===== src/rtl/cvxif_pkg.sv =====
// Shared types for the CV-X-IF convolution decoder: per-slot config, issue response,
// funct3 encodings and FSM states.
package cvxif_pkg;

  localparam int unsigned CV_XLEN  = 32;
  localparam int unsigned CV_DIM_W = 16;
  localparam int unsigned CV_CH_W  = 5;
  localparam int unsigned MASK_W   = 4;

  localparam logic [2:0] F3_SETADDR  = 3'b000;
  localparam logic [2:0] F3_SETIDIM  = 3'b001;
  localparam logic [2:0] F3_SETWDIM  = 3'b010;
  localparam logic [2:0] F3_SETRADDR = 3'b011;
  localparam logic [2:0] F3_START    = 3'b100;
  localparam logic [2:0] F3_STATUS   = 3'b101;
  localparam logic [2:0] F3_PERF     = 3'b110;
  localparam logic [2:0] F3_CLR      = 3'b111;

  localparam logic [CV_XLEN-1:0] ERR_INCOMPLETE = CV_XLEN'(1);

  typedef struct packed {
    logic [CV_XLEN-1:0]  w_addr;
    logic [CV_XLEN-1:0]  i_addr;
    logic [CV_XLEN-1:0]  r_addr;
    logic [CV_DIM_W-1:0] i_height;
    logic [CV_DIM_W-1:0] i_width;
    logic [CV_CH_W-1:0]  i_channels;
    logic [CV_DIM_W-1:0] w_height;
    logic [CV_DIM_W-1:0] w_width;
    logic [CV_CH_W-1:0]  w_channels;
    logic [1:0]          padding;
    logic                stride;
  } conv_cfg_t;

  typedef struct packed {
    logic accept;
    logic writeback;
    logic dualwrite;
    logic dualread;
    logic loadstore;
    logic exc;
  } x_issue_resp_t;

  typedef enum logic [1:0] {
    ST_IDLE   = 2'd0,
    ST_LAUNCH = 2'd1,
    ST_RESP   = 2'd2
  } dec_state_e;

endpackage


===== src/rtl/co_cfg_bank.sv =====
// Convolution config register file: one conv_cfg_t plus a 4-bit written-field mask per slot.
module co_cfg_bank
  import cvxif_pkg::*;
#(
  parameter int unsigned NUM_SLOTS = 4,
  parameter int unsigned SLOT_W    = $clog2(NUM_SLOTS),
  parameter int unsigned XLEN      = CV_XLEN,
  parameter int unsigned DIM_W     = CV_DIM_W
) (
  input  logic                             clk_i,
  input  logic                             rst_ni,
  input  logic                             wr_en_i,
  input  logic [SLOT_W-1:0]                wr_slot_i,
  input  logic [2:0]                       wr_funct3_i,
  input  logic [XLEN-1:0]                  wr_rs0_i,
  input  logic [XLEN-1:0]                  wr_rs1_i,
  input  logic [CV_CH_W-1:0]               wr_ch_i,
  input  logic [1:0]                       wr_pad_i,
  input  logic                             wr_stride_i,
  input  logic [SLOT_W-1:0]                rd_slot_i,
  output conv_cfg_t                        cfg_o,
  output logic [NUM_SLOTS-1:0][MASK_W-1:0] masks_o
);

  conv_cfg_t                        cfg_q [NUM_SLOTS];
  logic [NUM_SLOTS-1:0][MASK_W-1:0] mask_q;

  always_ff @(posedge clk_i or negedge rst_ni) begin
    if (!rst_ni) begin
      for (int unsigned i = 0; i < NUM_SLOTS; i++) cfg_q[i] <= '0;
      mask_q <= '0;
    end else if (wr_en_i) begin
      case (wr_funct3_i)
        F3_SETADDR: begin
          cfg_q[wr_slot_i].w_addr <= wr_rs0_i;
          cfg_q[wr_slot_i].i_addr <= wr_rs1_i;
          mask_q[wr_slot_i][0]    <= 1'b1;
        end
        F3_SETIDIM: begin
          cfg_q[wr_slot_i].i_height   <= wr_rs1_i[DIM_W-1:0];
          cfg_q[wr_slot_i].i_width    <= wr_rs0_i[DIM_W-1:0];
          cfg_q[wr_slot_i].i_channels <= wr_ch_i;
          mask_q[wr_slot_i][1]        <= 1'b1;
        end
        F3_SETWDIM: begin
          cfg_q[wr_slot_i].w_height   <= wr_rs1_i[DIM_W-1:0];
          cfg_q[wr_slot_i].w_width    <= wr_rs0_i[DIM_W-1:0];
          cfg_q[wr_slot_i].w_channels <= wr_ch_i;
          cfg_q[wr_slot_i].padding    <= wr_pad_i;
          cfg_q[wr_slot_i].stride     <= wr_stride_i;
          mask_q[wr_slot_i][2]        <= 1'b1;
        end
        F3_SETRADDR: begin
          cfg_q[wr_slot_i].r_addr <= wr_rs0_i;
          mask_q[wr_slot_i][3]    <= 1'b1;
        end
        // CLR only invalidates; stale field values are harmless once the mask is zero
        F3_CLR:  mask_q[wr_slot_i] <= '0;
        default: ;
      endcase
    end
  end

  assign cfg_o   = cfg_q[rd_slot_i];
  assign masks_o = mask_q;

endmodule


===== src/rtl/co_decoder_seq.sv =====
// Registered CV-X-IF custom-opcode decoder driving the conv engine start/result handshakes.
// Optional perf counters (funct3 110) enabled by defining CO_DECODER_PERF_CNT_EN.
module co_decoder_seq
  import cvxif_pkg::*;
#(
  parameter int unsigned XLEN          = CV_XLEN,
  parameter int unsigned NUM_SLOTS     = 4,
  parameter int unsigned ID_W          = 4,
  parameter int unsigned DIM_W         = CV_DIM_W,
  parameter logic [6:0]  CUSTOM_OPCODE = 7'b0001011
) (
  input  logic                         clk_i,
  input  logic                         rst_ni,
  input  logic                         issue_valid_i,
  output logic                         issue_ready_o,
  input  logic [31:0]                  issue_instr_i,
  input  logic [XLEN-1:0]              issue_rs0_i,
  input  logic [XLEN-1:0]              issue_rs1_i,
  input  logic [ID_W-1:0]              issue_id_i,
  output x_issue_resp_t                issue_resp_o,
  output logic                         result_valid_o,
  input  logic                         result_ready_i,
  output logic [ID_W-1:0]              result_id_o,
  output logic [4:0]                   result_rd_o,
  output logic [XLEN-1:0]              result_data_o,
  output logic                         start_valid_o,
  input  logic                         start_ready_i,
  output logic [$clog2(NUM_SLOTS)-1:0] start_slot_o,
  output conv_cfg_t                    cfg_o,
  input  logic                         busy_i
);

  localparam int unsigned SLOT_W = $clog2(NUM_SLOTS);

  dec_state_e                       state_q, state_d;
  logic [SLOT_W-1:0]                slot_q, slot_d;
  logic [ID_W-1:0]                  id_q, id_d;
  logic [4:0]                       rd_q, rd_d;
  logic [XLEN-1:0]                  data_q, data_d;
  logic [NUM_SLOTS-1:0][MASK_W-1:0] masks_c;
  logic [XLEN-1:0]                  status_c;
  x_issue_resp_t                    resp_c;

  logic [2:0]        f3_c;
  logic [SLOT_W-1:0] slot_c;
  logic              opc_match_c, is_cfg_c, is_start_c, is_status_c, is_perf_c;
  logic              legal_c, stall_c, hs_c;
  logic              unused_c;

  assign f3_c        = issue_instr_i[14:12];
  assign slot_c      = issue_instr_i[28 +: SLOT_W];
  assign opc_match_c = (issue_instr_i[6:0] == CUSTOM_OPCODE);
  assign is_cfg_c    = opc_match_c &&
                       (f3_c inside {F3_SETADDR, F3_SETIDIM, F3_SETWDIM, F3_SETRADDR, F3_CLR});
  assign is_start_c  = opc_match_c && (f3_c == F3_START);
  assign is_status_c = opc_match_c && (f3_c == F3_STATUS);
  assign legal_c     = is_cfg_c || is_start_c || is_status_c || is_perf_c;
  assign unused_c    = ^issue_instr_i;

  // Rewriting the slot the engine is consuming would corrupt its config mid-run
  assign stall_c       = is_cfg_c && busy_i && (slot_c == slot_q);
  assign issue_ready_o = (state_q == ST_IDLE) && !stall_c;
  assign hs_c          = issue_valid_i && issue_ready_o;

`ifdef CO_DECODER_PERF_CNT_EN
  logic [31:0] acc_cnt_q;
  logic [31:0] stall_cnt_q;
  logic        perf_clr_c;

  assign is_perf_c  = opc_match_c && (f3_c == F3_PERF);
  assign perf_clr_c = hs_c && is_perf_c && issue_instr_i[26];

  // Wrapping event counters; a clearing PERF read wins over its own increment
  always_ff @(posedge clk_i or negedge rst_ni) begin
    if (!rst_ni) begin
      acc_cnt_q   <= '0;
      stall_cnt_q <= '0;
    end else if (perf_clr_c) begin
      acc_cnt_q   <= '0;
      stall_cnt_q <= '0;
    end else begin
      if (hs_c && legal_c)                   acc_cnt_q   <= acc_cnt_q + 32'd1;
      if (issue_valid_i && !issue_ready_o)   stall_cnt_q <= stall_cnt_q + 32'd1;
    end
  end
`else
  assign is_perf_c = 1'b0;
`endif

  always_comb begin
    status_c          = XLEN'(masks_c);
    status_c[XLEN-1]  = busy_i;
  end

  co_cfg_bank #(
    .NUM_SLOTS (NUM_SLOTS),
    .SLOT_W    (SLOT_W),
    .XLEN      (XLEN),
    .DIM_W     (DIM_W)
  ) u_cfg_bank (
    .clk_i       (clk_i),
    .rst_ni      (rst_ni),
    .wr_en_i     (hs_c && is_cfg_c),
    .wr_slot_i   (slot_c),
    .wr_funct3_i (f3_c),
    .wr_rs0_i    (issue_rs0_i),
    .wr_rs1_i    (issue_rs1_i),
    .wr_ch_i     (issue_instr_i[11:7]),
    .wr_pad_i    (issue_instr_i[27:26]),
    .wr_stride_i (issue_instr_i[25]),
    .rd_slot_i   (slot_q),
    .cfg_o       (cfg_o),
    .masks_o     (masks_c)
  );

  always_ff @(posedge clk_i or negedge rst_ni) begin
    if (!rst_ni) begin
      state_q <= ST_IDLE;
      slot_q  <= '0;
      id_q    <= '0;
      rd_q    <= '0;
      data_q  <= '0;
    end else begin
      state_q <= state_d;
      slot_q  <= slot_d;
      id_q    <= id_d;
      rd_q    <= rd_d;
      data_q  <= data_d;
    end
  end

  always_comb begin
    state_d = state_q;
    slot_d  = slot_q;
    id_d    = id_q;
    rd_d    = rd_q;
    data_d  = data_q;
    resp_c  = '0;
    unique case (state_q)
      ST_IDLE: begin
        if (hs_c && legal_c) begin
          resp_c.accept    = 1'b1;
          resp_c.writeback = !is_cfg_c;
          if (!is_cfg_c) begin
            id_d = issue_id_i;
            rd_d = issue_instr_i[11:7];
          end
          if (is_start_c) begin
            if (&masks_c[slot_c]) begin
              state_d = ST_LAUNCH;
              slot_d  = slot_c;
              data_d  = '0;
            end else begin
              state_d = ST_RESP;
              data_d  = XLEN'(ERR_INCOMPLETE);
            end
          end
          if (is_status_c) begin
            state_d = ST_RESP;
            data_d  = status_c;
          end
`ifdef CO_DECODER_PERF_CNT_EN
          if (is_perf_c) begin
            state_d = ST_RESP;
            data_d  = issue_instr_i[25] ? XLEN'(stall_cnt_q) : XLEN'(acc_cnt_q);
          end
`endif
        end
      end
      ST_LAUNCH: if (start_ready_i)  state_d = ST_RESP;
      ST_RESP:   if (result_ready_i) state_d = ST_IDLE;
      default:   state_d = ST_IDLE;
    endcase
  end

  assign issue_resp_o   = resp_c;
  assign start_valid_o  = (state_q == ST_LAUNCH);
  assign start_slot_o   = slot_q;
  assign result_valid_o = (state_q == ST_RESP);
  assign result_id_o    = id_q;
  assign result_rd_o    = rd_q;
  assign result_data_o  = data_q;

endmodule

===== config.mk =====
export PLATFORM = sky130hd
export DESIGN_NAME = co_decoder_seq
export DESIGN_NICKNAME = d
export VERILOG_FILES = /design/src/rtl/cvxif_pkg.sv /design/src/rtl/co_cfg_bank.sv /design/src/rtl/co_decoder_seq.sv
export SDC_FILE = /design/constraint.sdc
export NUM_CORES = 1
export LEC_CHECK = 0
export BUFFER_PORTS_ARGS = -buffer_cell sky130_fd_sc_hd__buf_2
export CAP_MARGIN = 25
export CORE_UTILIZATION = 45
export DETAILED_ROUTE_END_ITERATION = 8
export PLACE_DENSITY_LB_ADDON = 0.25
export SLEW_MARGIN = 20
export SYNTH_ARGS = -nofsm -noshare
export SYNTH_HDL_FRONTEND = slang
export SYNTH_SLANG_ARGS = --single-unit

===== constraint.sdc =====
create_clock -name clk_i -period 3.2 [get_ports clk_i]
set_clock_uncertainty 0.15 [all_clocks]
set_input_delay 0.64 -clock clk_i [delete_from_list [all_inputs] [get_ports clk_i]]
set_output_delay 0.64 -clock clk_i [all_outputs]
set_load 0.03 [all_outputs]

==> metrics <==
status=finished clean; Placer Congestion=0.825; FMAX=317 MHz; flops & latches, synth=738; Worst Reg-to-Reg Cells=6; startpoint types=flip-flop; clock share of power=48.8%; Row Count=97; die height=270 um; worst r2r src=start_slot_o[0]; H-tree levels=3; P&R area growth vs syn=18.9%; Slew @ Worst Pin=0.801 ns; RSZ-0062 raised after global routing=true; vias in the first global route=20100; Hold EP=state_q[0]; syn_area_per_cell=16.5 um^2; root buffer cell=clkbuf_16; CORE AREA=70500 um^2; WL met3=4000 um; Overall Power=19.6 mW; top sig layer=met5; initial core utilization=45.8%; CP bufs+invs=3; worst path cell trace=buf_4, buf_12, mux4_2, buf_2; Port Buf Inserts=299; HPWL Detailed=48100 um; Synth cell types=53; synth top area cells=dfrtp_1 57%, mux2_2 24%, mux4_2 12%; DR WL met2=38400 um; critical path type=reg2out; Wirelength per Cell=23.5 um; static leakage=19.4 nW; Power per Cell Area=512 nW/um^2; synthesized instance count=1958; chip width=270 um; Vias=18500; final period utilization=98.7%; Vias/cell=5.62; sw frac=21.4%; Post-Syn Area=32300 um^2; Total Wirelength=77300 um; DIE AREA=72800 um^2; min Tclk post-route=3.16 ns; final worst slack=0.0420 ns; Required @ worst endpoint=2.41 ns; post-synthesis sequential area ratio=57.2%; initial antenna violation count=4; net switching power=4.21 mW; share of the synthesized area in the top cell type=57.2%; TritonCTS buffer count=82; CP Capture Type=output pin; Top Ports=331; Slew headroom=46.6%; Pre-antenna DRT Iters=5; Fin Setup TNS=0 ns; R2R setup slack=0.50 ns; fin area=38400 um^2; largest net degree at the start of global routing=89; Metal-1 WL=33100 um; max incr delay on CP=0.60 ns; Fin. Hold Viols=0; cell depth of the worst min-delay path=2; Combinational Power Share=3.4%; Slowest-stage cell, CP=dfrtp_4; hold_ws=0.0979 ns; dpl cell area=35400 um^2; Yosys Warn Count=0; clk_lat worst skew=0.61 ns; Final Max Slew Viols=0; CTS max path bufs=3; worst-case vdd ir drop=0.406 mV; CTS tree=done; layout cells sized above 1=59.7%; Tot GR Track Use=21.7%; Yosys top cell by area=dfrtp_1; DRT iter0 DRCs=958; crit path DAT=2.37 ns; Flop pwr share=47.9%; Placement Setup Slack=0.244 ns; worst-path fanout max=19; P_int=15.4 mW; Detail Route Antenna Nets=0; Residual DRC=0; Hold Crit Class=in2reg; Final #Nets=2387; Max-cap violations=0; first-pass GRT wire length=122000 um; HP Start=start_ready_i; delay-heaviest family, CP=buffers and inverters; Clk pin slew, worst setup/hold paths=0.06 ns; Clock Sinks=738; grt ovf=0; Final setup viols=0
==> cells by family (layout without fill, tap and decap cells) <==
| kind of cell | Yosys count | in the layout | synth area share (%) |
|---|---|---|---|
| other cells | 1 | 20 | 0.0116 |
| xor+xnor | 2 | 2 | 0.0543 |
| buf+inv | 183 | 550 | 2.52 |
| compound gates | 57 | 57 | 1.49 |
| mux | 879 | 879 | 36.7 |
| simple gates | 98 | 98 | 2.07 |
| flops | 738 | 738 | 57.2 |
==> cells in the mapped netlist, drive strengths merged <==
master and instances:
a211o 4, a21bo 3, a21boi 5, a21oi 1, a22o 18, a22oi 1, a2bb2oi 1, a31oi 1
and2 3, and3 1, and3b 1, and4 4, buf 76, clkbuf 102, conb 1, dfrtp 738
inv 5, mux2 703, mux2i 3, mux4 173, nand2 16, nand2b 6, nand3 7, nand3b 2
nand4 17, nand4b 4, nor2 7, nor2b 7, nor3 9, nor3b 1, nor4 4, nor4b 1
o2111ai 1, o211ai 3, o21ai 1, o22a 1, o31a 6, o31ai 6, o32ai 2, o41ai 3
or2 2, or3 4, or3b 1, or4b 1, xnor2 2
==> area by class of cell <==
type | count | area [um^2]
Antenna cell | 1 | 2.50
Clock buffer | 123 | 2500
Clock inverter | 23 | 292
Fill cell | 5618 | 32100
Inverter | 5 | 18.8
Multi-Input combinational cell | 1055 | 13100
Sequential cell | 738 | 18500
Tap cell | 940 | 1180
Timing Repair Buffer | 399 | 2790
==> what timing repair did <==
item / in CTS / in global routing
hold buffers: 1 / 0
endpoints found under the setup margin: 103 / 30
hold endpoints to repair: 51 / 0
setup buffers: 5 / 0
gates resized for setup: 22 / 3
pin swaps: 0 / 0
==> metrics by stage <==
step | utilization [%] | cells
after floorplan | - | 1976
after global placement | 50.3 | 3131
after detailed placement | 50.3 | 3131
after CTS | 54.4 | 3283
after global routing | 54.4 | 3284
final | 54.4 | 3284
==> power by group through the flow <==
stage	Sequential [mW]	Clock, mW	Combinational [mW]
final	9.40	9.58	0.664
after floorplan	9.57	0	0.245
after global routing	9.39	10.2	0.742
after CTS	9.39	9.83	0.681
after detailed placement	9.56	0	0.676
after global placement	9.56	0	0.647
==> how the worst max path moves through the flow <==
stage                      end              from  cells past startpoint  slack, ns
finish              cfg_o[151]   start_slot_o[0]                      4       0.04
global route         cfg_o[97]   start_slot_o[0]                      3      -0.03
CTS                 cfg_o[151]   start_slot_o[0]                      4     -0.006
detailed placement   flip-flop  issue_instr_i[5]                      8       0.24
global placement     flip-flop  issue_instr_i[5]                      8       0.22
floorplan           cfg_o[100]   start_slot_o[0]                      4       0.13
==> layer usage <==
layer  vias to the layer above  track usage (%)
met5                         -                0
met4                         6             5.79
met3                       131             5.14
met2                       420             36.1
met1                      9918             28.4
li1                       7978                -
==> layout by cell type (no fill, tap or decap), types with 4 or more instances in the layout <==
master / n
nand2b_1: 6
nor2_1: 7
clkinv_2: 12
clkbuf_8: 21
clkbuf_1: 16
mux4_2: 173
buf_12: 34
nor3_1: 8
conb_1: 19
nor2b_1: 7
o31ai_1: 6
buf_6: 11
buf_2: 289
nand4_4: 7
clkbuf_16: 86
mux2_2: 677
nand2_1: 16
bufinv_16: 6
nand4b_1: 4
buf_4: 61
or3_1: 4
dfrtp_1: 736
a211o_1: 4
o31a_1: 6
inv_1: 5
a21boi_0: 5
a22o_1: 18
nand4_1: 10
mux2_1: 26
nand3_1: 7
and4_1: 4
No activity file was read; power rests on OpenSTA's default activity.
